$ cat src/rtl/seg_scan_driver.sv
// Time-multiplexed scan driver for an 8-digit common-anode 7-segment display.
// Optional per-digit decimal point storage is enabled by defining SEG_DP_EN.
module seg_scan_driver #(
    parameter int unsigned SCAN_DIV = 100000,
    parameter int unsigned DEAD_CYC = 1000
) (
    input  logic       clk,
    input  logic       rst,
    input  logic       power_led,
    input  logic       wr_en,
`ifdef SEG_DP_EN
    input  logic       wr_dp,
`endif
    input  logic [2:0] wr_addr,
    input  logic [3:0] wr_data,
    input  logic [7:0] blank_mask,
    output logic [2:0] num,
    output logic [7:0] sel,
    output logic [6:0] seg,
    output logic       dp
);

    localparam int unsigned PcW = (SCAN_DIV > 1) ? $clog2(SCAN_DIV) : 1;
    localparam logic [PcW-1:0] PcMax = PcW'(SCAN_DIV - 1);

    logic [7:0][3:0] dig_q, dig_d;
    logic [PcW-1:0]  pc_q, pc_d;
    logic [2:0]      num_q, num_d;
    logic [7:0]      sel_q, sel_d;
    logic [6:0]      seg_q, seg_d;
    logic [31:0]     pc_ext;
    logic            dead;
    logic            lit;

    function automatic logic [6:0] hex_glyph(input logic [3:0] v);
        logic [6:0] g;
        unique case (v)
            4'h0: g = 7'b1000000;
            4'h1: g = 7'b1111001;
            4'h2: g = 7'b0100100;
            4'h3: g = 7'b0110000;
            4'h4: g = 7'b0011001;
            4'h5: g = 7'b0010010;
            4'h6: g = 7'b0000010;
            4'h7: g = 7'b1111000;
            4'h8: g = 7'b0000000;
            4'h9: g = 7'b0010000;
            4'hA: g = 7'b0001000;
            4'hB: g = 7'b0000011;
            4'hC: g = 7'b1000110;
            4'hD: g = 7'b0100001;
            4'hE: g = 7'b0000110;
            4'hF: g = 7'b0001110;
        endcase
        return g;
    endfunction

    always_comb begin
        dig_d = dig_q;
        if (wr_en) begin
            dig_d[wr_addr] = wr_data;
        end

        // Display off holds the scan at the start of slot 0.
        pc_d  = '0;
        num_d = '0;
        if (power_led) begin
            if (pc_q == PcMax) begin
                num_d = num_q + 3'd1;
            end else begin
                pc_d  = pc_q + 1'b1;
                num_d = num_q;
            end
        end

        pc_ext = 32'(pc_q);
        dead   = pc_ext < DEAD_CYC;
        lit    = power_led && !dead && !blank_mask[num_q];

        sel_d = lit ? ~(8'h01 << num_q) : 8'hFF;
        seg_d = power_led ? hex_glyph(dig_q[num_q]) : 7'h7F;
    end

    always_ff @(posedge clk) begin
        if (rst) begin
            dig_q <= '0;
            pc_q  <= '0;
            num_q <= '0;
            sel_q <= 8'hFF;
            seg_q <= 7'h7F;
        end else begin
            dig_q <= dig_d;
            pc_q  <= pc_d;
            num_q <= num_d;
            sel_q <= sel_d;
            seg_q <= seg_d;
        end
    end

`ifdef SEG_DP_EN
    logic [7:0] dp_reg_q, dp_reg_d;
    logic       dp_q, dp_d;

    always_comb begin
        dp_reg_d = dp_reg_q;
        if (wr_en) begin
            dp_reg_d[wr_addr] = wr_dp;
        end
        dp_d = ~(lit && dp_reg_q[num_q]);
    end

    always_ff @(posedge clk) begin
        if (rst) begin
            dp_reg_q <= '0;
            dp_q     <= 1'b1;
        end else begin
            dp_reg_q <= dp_reg_d;
            dp_q     <= dp_d;
        end
    end

    assign dp = dp_q;
`else
    assign dp = 1'b1;
`endif

    assign num = num_q;
    assign sel = sel_q;
    assign seg = seg_q;

endmodule

$ cat config.mk
export PLATFORM = sky130hd
export DESIGN_NAME = seg_scan_driver
export DESIGN_NICKNAME = d
export VERILOG_FILES = /design/src/rtl/seg_scan_driver.sv
export SDC_FILE = /design/constraint.sdc
export NUM_CORES = 1
export LEC_CHECK = 0
export ABC_AREA = 1
export CORE_MARGIN = 2
export CORE_UTILIZATION = 35
export CTS_BUF_LIST = sky130_fd_sc_hd__clkbuf_8 sky130_fd_sc_hd__clkbuf_16
export DETAILED_ROUTE_END_ITERATION = 16
export PLACE_DENSITY_LB_ADDON = 0.05
export SLEW_MARGIN = 20
export SYNTH_ARGS = -nofsm -noshare
export SYNTH_HDL_FRONTEND = slang
export SYNTH_SLANG_ARGS = --single-unit
export TNS_END_PERCENT = 5
$ cat constraint.sdc
create_clock -name clk -period 1.6 [get_ports clk]
set_input_delay 0.16 -clock clk [delete_from_list [all_inputs] [get_ports clk]]
set_output_delay 0.16 -clock clk [all_outputs]
set_load 0.01 [all_outputs]
# Word level (Yosys, flattened, before mapping)
# Memories as Yosys holds them, arrays and structs flattened. A register that Yosys moved wholly into a read port is not among the register bits.
# Index checks and enable logic that the tools add are counted.
dict set report op_classes {
  n_addsub 2
  n_mul 0
  div 0
  order_cmp 4
  eq_ne 1
  shift 1
  mux 7
  n_bitwise 3
  reduce_logical 8
}
# op n
set op_table {}
lappend op_table {{bitwise mux 32 bit} 1}
lappend op_table {{adder 17 x 1 -> 17 bit, second input constant} 1}
lappend op_table {{== test 17 bit, second input constant} 1}
lappend op_table {{less-than comparator 17 x 10 -> 1 bit, second input constant} 1}
lappend op_table {{binary-select mux 4 bit (select 3 bit)} 1}
lappend op_table {{demux 4 bit (select 3 bit)} 1}
lappend op_table {{less-than comparator 3 x 4 -> 1 bit, second input constant} 2}
lappend op_table {{two-way mux 4 bit} 2}
lappend op_table {{NOT 8 bit} 1}
lappend op_table {{left shift 1 x 3 -> 8 bit, first input constant} 1}
lappend op_table {{OR reduction 2 bit} 2}
lappend op_table {{adder 3 x 1 -> 3 bit, second input constant} 1}
lappend op_table {{binary-select mux 1 bit (select 3 bit)} 1}
lappend op_table {{greater-or-equal comparator 3 x 1 -> 1 bit, second input constant} 1}
lappend op_table {{logical AND 1 bit} 3}
lappend op_table {{OR reduction 3 bit} 1}
lappend op_table {{logical NOT 1 bit} 2}
lappend op_table {{NOT 1 bit} 2}
lappend op_table {{two-way mux 1 bit} 1}
dict set report totals {
  ff_bits 60
  latchBits 0
  mem_bits_rw 0
  mem_bits_ro 112
  input_bits 19
  output_inout_bits 19
  word_cells 38
  n_memories 1
}
# name words word_bits read_ports rd_ports_with_merged_regs write_ports line
set mem_list {}
lappend mem_list {{(no name shown)} 16 7 1 1 0 37} ;# unique case (v)

# Depth between registers and ports, before layout
dict set report logic_depth {
  depth_word 6
  ltp_mapped 12
  depth_no_buf 11
}

# Worst setup path after synthesis
# Ideal clock, no wire load.
dict set report synth_timing {
  kind {register to register}
  start {register num_q[0] (netlist: num[0])}
  end {register seg_q[3] (netlist: seg[3])}
  setup_ns 0.125
  arrival_ns 1.638
  setup_slack_ns -0.163
  path_stages_with_launch 12
  path_buffers 1
  synth_period_minus_slack_ns 1.763
  cell_sequence {dfxtp_1 inv_2 buf_2 o21ai_0 nand3_1 nand2_2 inv_1 ha_1 nand3_1 nand2_1 nand2_1 nand3_1}
}
dict set report synth_via {
  elab_chain_len 2
}
# element line
set synth_lines {}
lappend synth_lines {{start, declared} 28} ;# logic [2:0] num_q, num_d;
lappend synth_lines {{start signal, assigned} 94} ;# num_q <= num_d;
lappend synth_lines {{binary-select mux 4 bit (select 3 bit)} 81} ;# seg_d = power_led ? hex_glyph(dig_q[num_q]) : 7'h7F;
lappend synth_lines {{two-way mux 4 bit (implied by the code)} 81}
lappend synth_lines {{end, declared} 30} ;# logic [6:0] seg_q, seg_d;
# Every way passes these cells. The select of a mux whose other input is x is not followed.
# A chain may end at the register's enable or synchronous reset.

# Worst setup path in the final report
dict set report layout_timing {
  start {register num_q[0] (netlist: num[0])}
  end {register seg_q[4] (netlist: seg[4])}
}
# Same word-level chain as after synthesis.

==> impl_metrics.yaml <==
run_status:
  outcome: "finished with violations"
  failed_checks: "negative setup slack"
cts:
  cts_sinks: 67
  htree_levels: 3
  cts_buffers: 9
  clk_pin_slew_ns: 0.08
  clockBufferDepth: 2
  clk_latency_ns: 0.35
  cts_tree: "built"
  hold_buffers: 0
  cts_root_buf: "clkbuf_8"
routing:
  via_per_inst: 4.83
  drtIter0Drc: 129
  first_pass_iters: 4
  vias: 3127
  wl_per_cell_um: 13.2
  ant_nets: 0
  finalWirelength_um: 8570
  drc: 0
synthesis:
  syn_inst: 469
  synth_area_mm2: 0.00332
  synthTopCellsByArea: "dfxtp_1 (40%), nand2_1 (12%), nor2_1 (9.1%)"
  synth.distinct_cells: 32
  yosysWarningCount: 0
  ys_seq_area_frac: 0.405
  yosysTopAreaCellShare: 0.405
  syn_avg_cell_area_um2: 7.07
  yosys_register_bits: 67
  synth_fp_nets: 501
  yosys.area.top_type: "dfxtp_1"
setup_path:
  worstSetupPathType: "flip-flop to flip-flop"
  rr_endpoint: "seg[4]$_SDFF_PP1_"
  crit_chain: "buf_6, nand2_1, o211ai_1, nand3_1, nand2_4, buf_4, ha_4, buf_4, nand3_1, nand3_1"
  critPathCaptureType: "flip-flop"
  r2r_slack_ns: -0.04
  cp_slowest_cell: "dfxtp_4"
  start_kind: "flip-flop"
  reg2reg_from: "num[0]$_SDFFE_PP0N_"
  crit_end: "seg[4]$_SDFF_PP1_"
  required_ns: 1.82
  cp.arrival_ns: 1.86
  critPathLaunch: "num[0]$_SDFFE_PP0N_"
  slowest_delay_ns: 0.40
  cp_common_cell: "nand3_1"
  path_max_fanout: 8
  r2r_cells: 10
floorplan:
  die_h_um: 101
  fp.dieW_um: 101
  rows: 35
  coreArea_mm2: 0.00920
  dieArea_mm2: 0.0103
  pin_count: 38
  start_util: 0.361
power:
  p_switching_uw: 800
  combinationalPowerShare: 0.079
  powerDensity_mw_per_mm2: 779
  clkPwrFrac: 0.418
  p_seq_frac: 0.503
  p_int_uw: 2600
  total_power_uw: 3400
  p_sw_frac: 0.235
  ir_drop_uv: 341
  power_leakage_uw: 0.00168
grt:
  grt_util_all_layers: 0.174
  grt_max_degree: 33
  gr-total-overflow: 0
  grt_pass1_vias: 2912
  grt_pass1_wl_um: 13900
  antenna_found_initial: 0
sta:
  skew_ns: 0.0147
  slew_viol_final: 0
  setup_slack_ns: -0.0402
  post-route-min-period_ns: 1.64
  rsz0062_at_grt: "true"
  fmax_ghz: 0.610
  hold_viol_final: 0
  timing.hold.ws_ns: 0.467
  setup_viol_count_final: 4
  fin_crit_sh: 1.03
final_layout:
  nFillCells: 903
  syn_to_final_growth_pct: 31.7
  stdcell_area_mm2: 0.00437
  final_util: 0.475
  drive_above_1_share: 0.173
  num_antenna_cells: 0
  nNetsFinal: 564
placement:
  post_dp_cell_area_mm2: 0.00394
  hpwl_um: 6180
  routabilityCongestion: 0.870
  io_buffers: 36
job:
  cap_viol_max_count: 0
worst_hold_path:
  hp-class: "flip-flop to flip-flop"
critical path, delay by kind of cell (launching register included):
family | cells | cell delay, ns
adder cells (fa/ha/maj) | 1 | 0.17
AO/OA/AOI/OAI | 1 | 0.08
buffers and inverters | 3 | 0.40
AND/OR/NAND/NOR | 5 | 0.45
flip-flops | 1 | 0.40
state kept, by name, indices dropped and copies added (netlist names):
name and count:
seg 7, pc_q 17, dig_q 32, num 3, sel 8
area by class of cell:
type / count / area [um2] / area share
multi-input combinational: 332 / 1840 / 0.422
sequential: 67 / 1350 / 0.309
timing repair buffer: 67 / 622 / 0.142
inverter: 55 / 216 / 0.0496
clock buffer: 11 / 151 / 0.0347
tap: 111 / 139 / 0.0318
clock inverter: 5 / 46.3 / 0.0106
synthesized netlist by cell type:
cell type / n
nor2_1: 80
nand3_2: 2
ha_1: 13
clkbuf_1: 6
xor2_1: 4
buf_2: 4
a211oi_1: 17
nor4_1: 2
buf_1: 2
inv_1: 48
conb_1: 1
o211ai_1: 4
o21ai_2: 2
a31oi_2: 1
nand2_2: 4
o21ai_1: 4
inv_2: 6
clkinv_1: 1
a21oi_1: 23
or2_2: 1
nand3_1: 35
nor3_1: 8
nor2_4: 3
nor3b_1: 2
buf_6: 3
dfxtp_1: 67
nand2_4: 2
buf_4: 1
o21ai_0: 10
nand4_1: 10
or2_0: 1
nand2_1: 102
cell families after synthesis:
| group | Yosys count | share of synthesized area |
|---|---|---|
| buffers and inverters | 71 | 0.0898 |
| adders and majority gates | 13 | 0.0491 |
| and+or+nand+nor | 252 | 0.332 |
| other | 1 | 0.00113 |
| AOI/OAI and AO/OA | 61 | 0.112 |
| DFF | 67 | 0.405 |
| xor gates and xnor gates | 4 | 0.0106 |
repair_timing:
item                                    in CTS  in global routing
pin swaps                                    8                 16
endpoints found under the hold margin        0                  0
buffers inserted                             1                  4
gates cloned                                 0                  1
endpoints found under the setup margin       7                 28
resized for setup                           14                 32
power groups by stage:
stage               registers (uW)  clock network, uW  logic [uW]
global route                  1710               1520         298
floorplan                     1750                  0         136
global placement              1750                  0         247
detailed placement            1750                  0         249
finish                        1710               1420         269
CTS                           1710               1450         252
cell usage in the layout, fill, tap and decap left out, types with 2 or more instances in the layout:
master	netlist	routed
inv_2	6	7
nor3_1	8	7
nand4_1	10	10
xor2_1	4	4
nand3_1	35	25
o21ai_1	4	7
nand2_1	102	97
dfxtp_1	67	64
o211ai_1	4	4
dfxtp_4	0	2
clkdlybuf4s50_1	0	34
a21oi_1	23	23
nand3_4	0	2
dlygate4sd2_1	0	2
nand2_8	0	2
nand3_2	2	10
nor3b_1	2	2
a211oi_1	17	17
buf_6	3	5
inv_1	48	49
clkbuf_8	0	11
buf_4	1	25
nor2_4	3	3
nand2_2	4	8
o21ai_0	10	7
nand2_4	2	2
ha_1	13	9
ha_4	0	3
nor2_1	80	79
nor4_1	2	2
routing by layer:
layer,track usage,part of all wire,vias to the layer above
met5,0,0,-
met4,0.0728,0.017,0
met3,0.0276,0.033,12
met2,0.286,0.47,48
met1,0.226,0.48,1435
li1,-,-,1632
stage by stage:
stage                     instances  TNS [ns]  worst slack, ns
after floorplan                 469         0           0.0104
after global placement          626   -0.0837          -0.0473
after detailed placement        626    -0.179          -0.0602
after CTS                       643   -0.0504          -0.0202
after global routing            648    -0.844           -0.138
final                           648    -0.114          -0.0402
worst min-delay path by stage:
stage	startpoint	to	slack [ns]	cells after the start
2_1_floorplan	power_led	seg[4]$_SDFF_PP1_	0.39	3
3_3_place_gp	dig_q[14]$_SDFFE_PP0P_	dig_q[14]$_SDFFE_PP0P_	0.45	2
3_5_place_dp	dig_q[2]$_SDFFE_PP0P_	dig_q[2]$_SDFFE_PP0P_	0.46	2
4_1_cts	dig_q[21]$_SDFFE_PP0P_	dig_q[21]$_SDFFE_PP0P_	0.47	2
5_1_grt	dig_q[14]$_SDFFE_PP0P_	dig_q[14]$_SDFFE_PP0P_	0.49	2
6_report	dig_q[21]$_SDFFE_PP0P_	dig_q[21]$_SDFFE_PP0P_	0.47	2
Note: power is estimated with default switching activity, not from simulation.
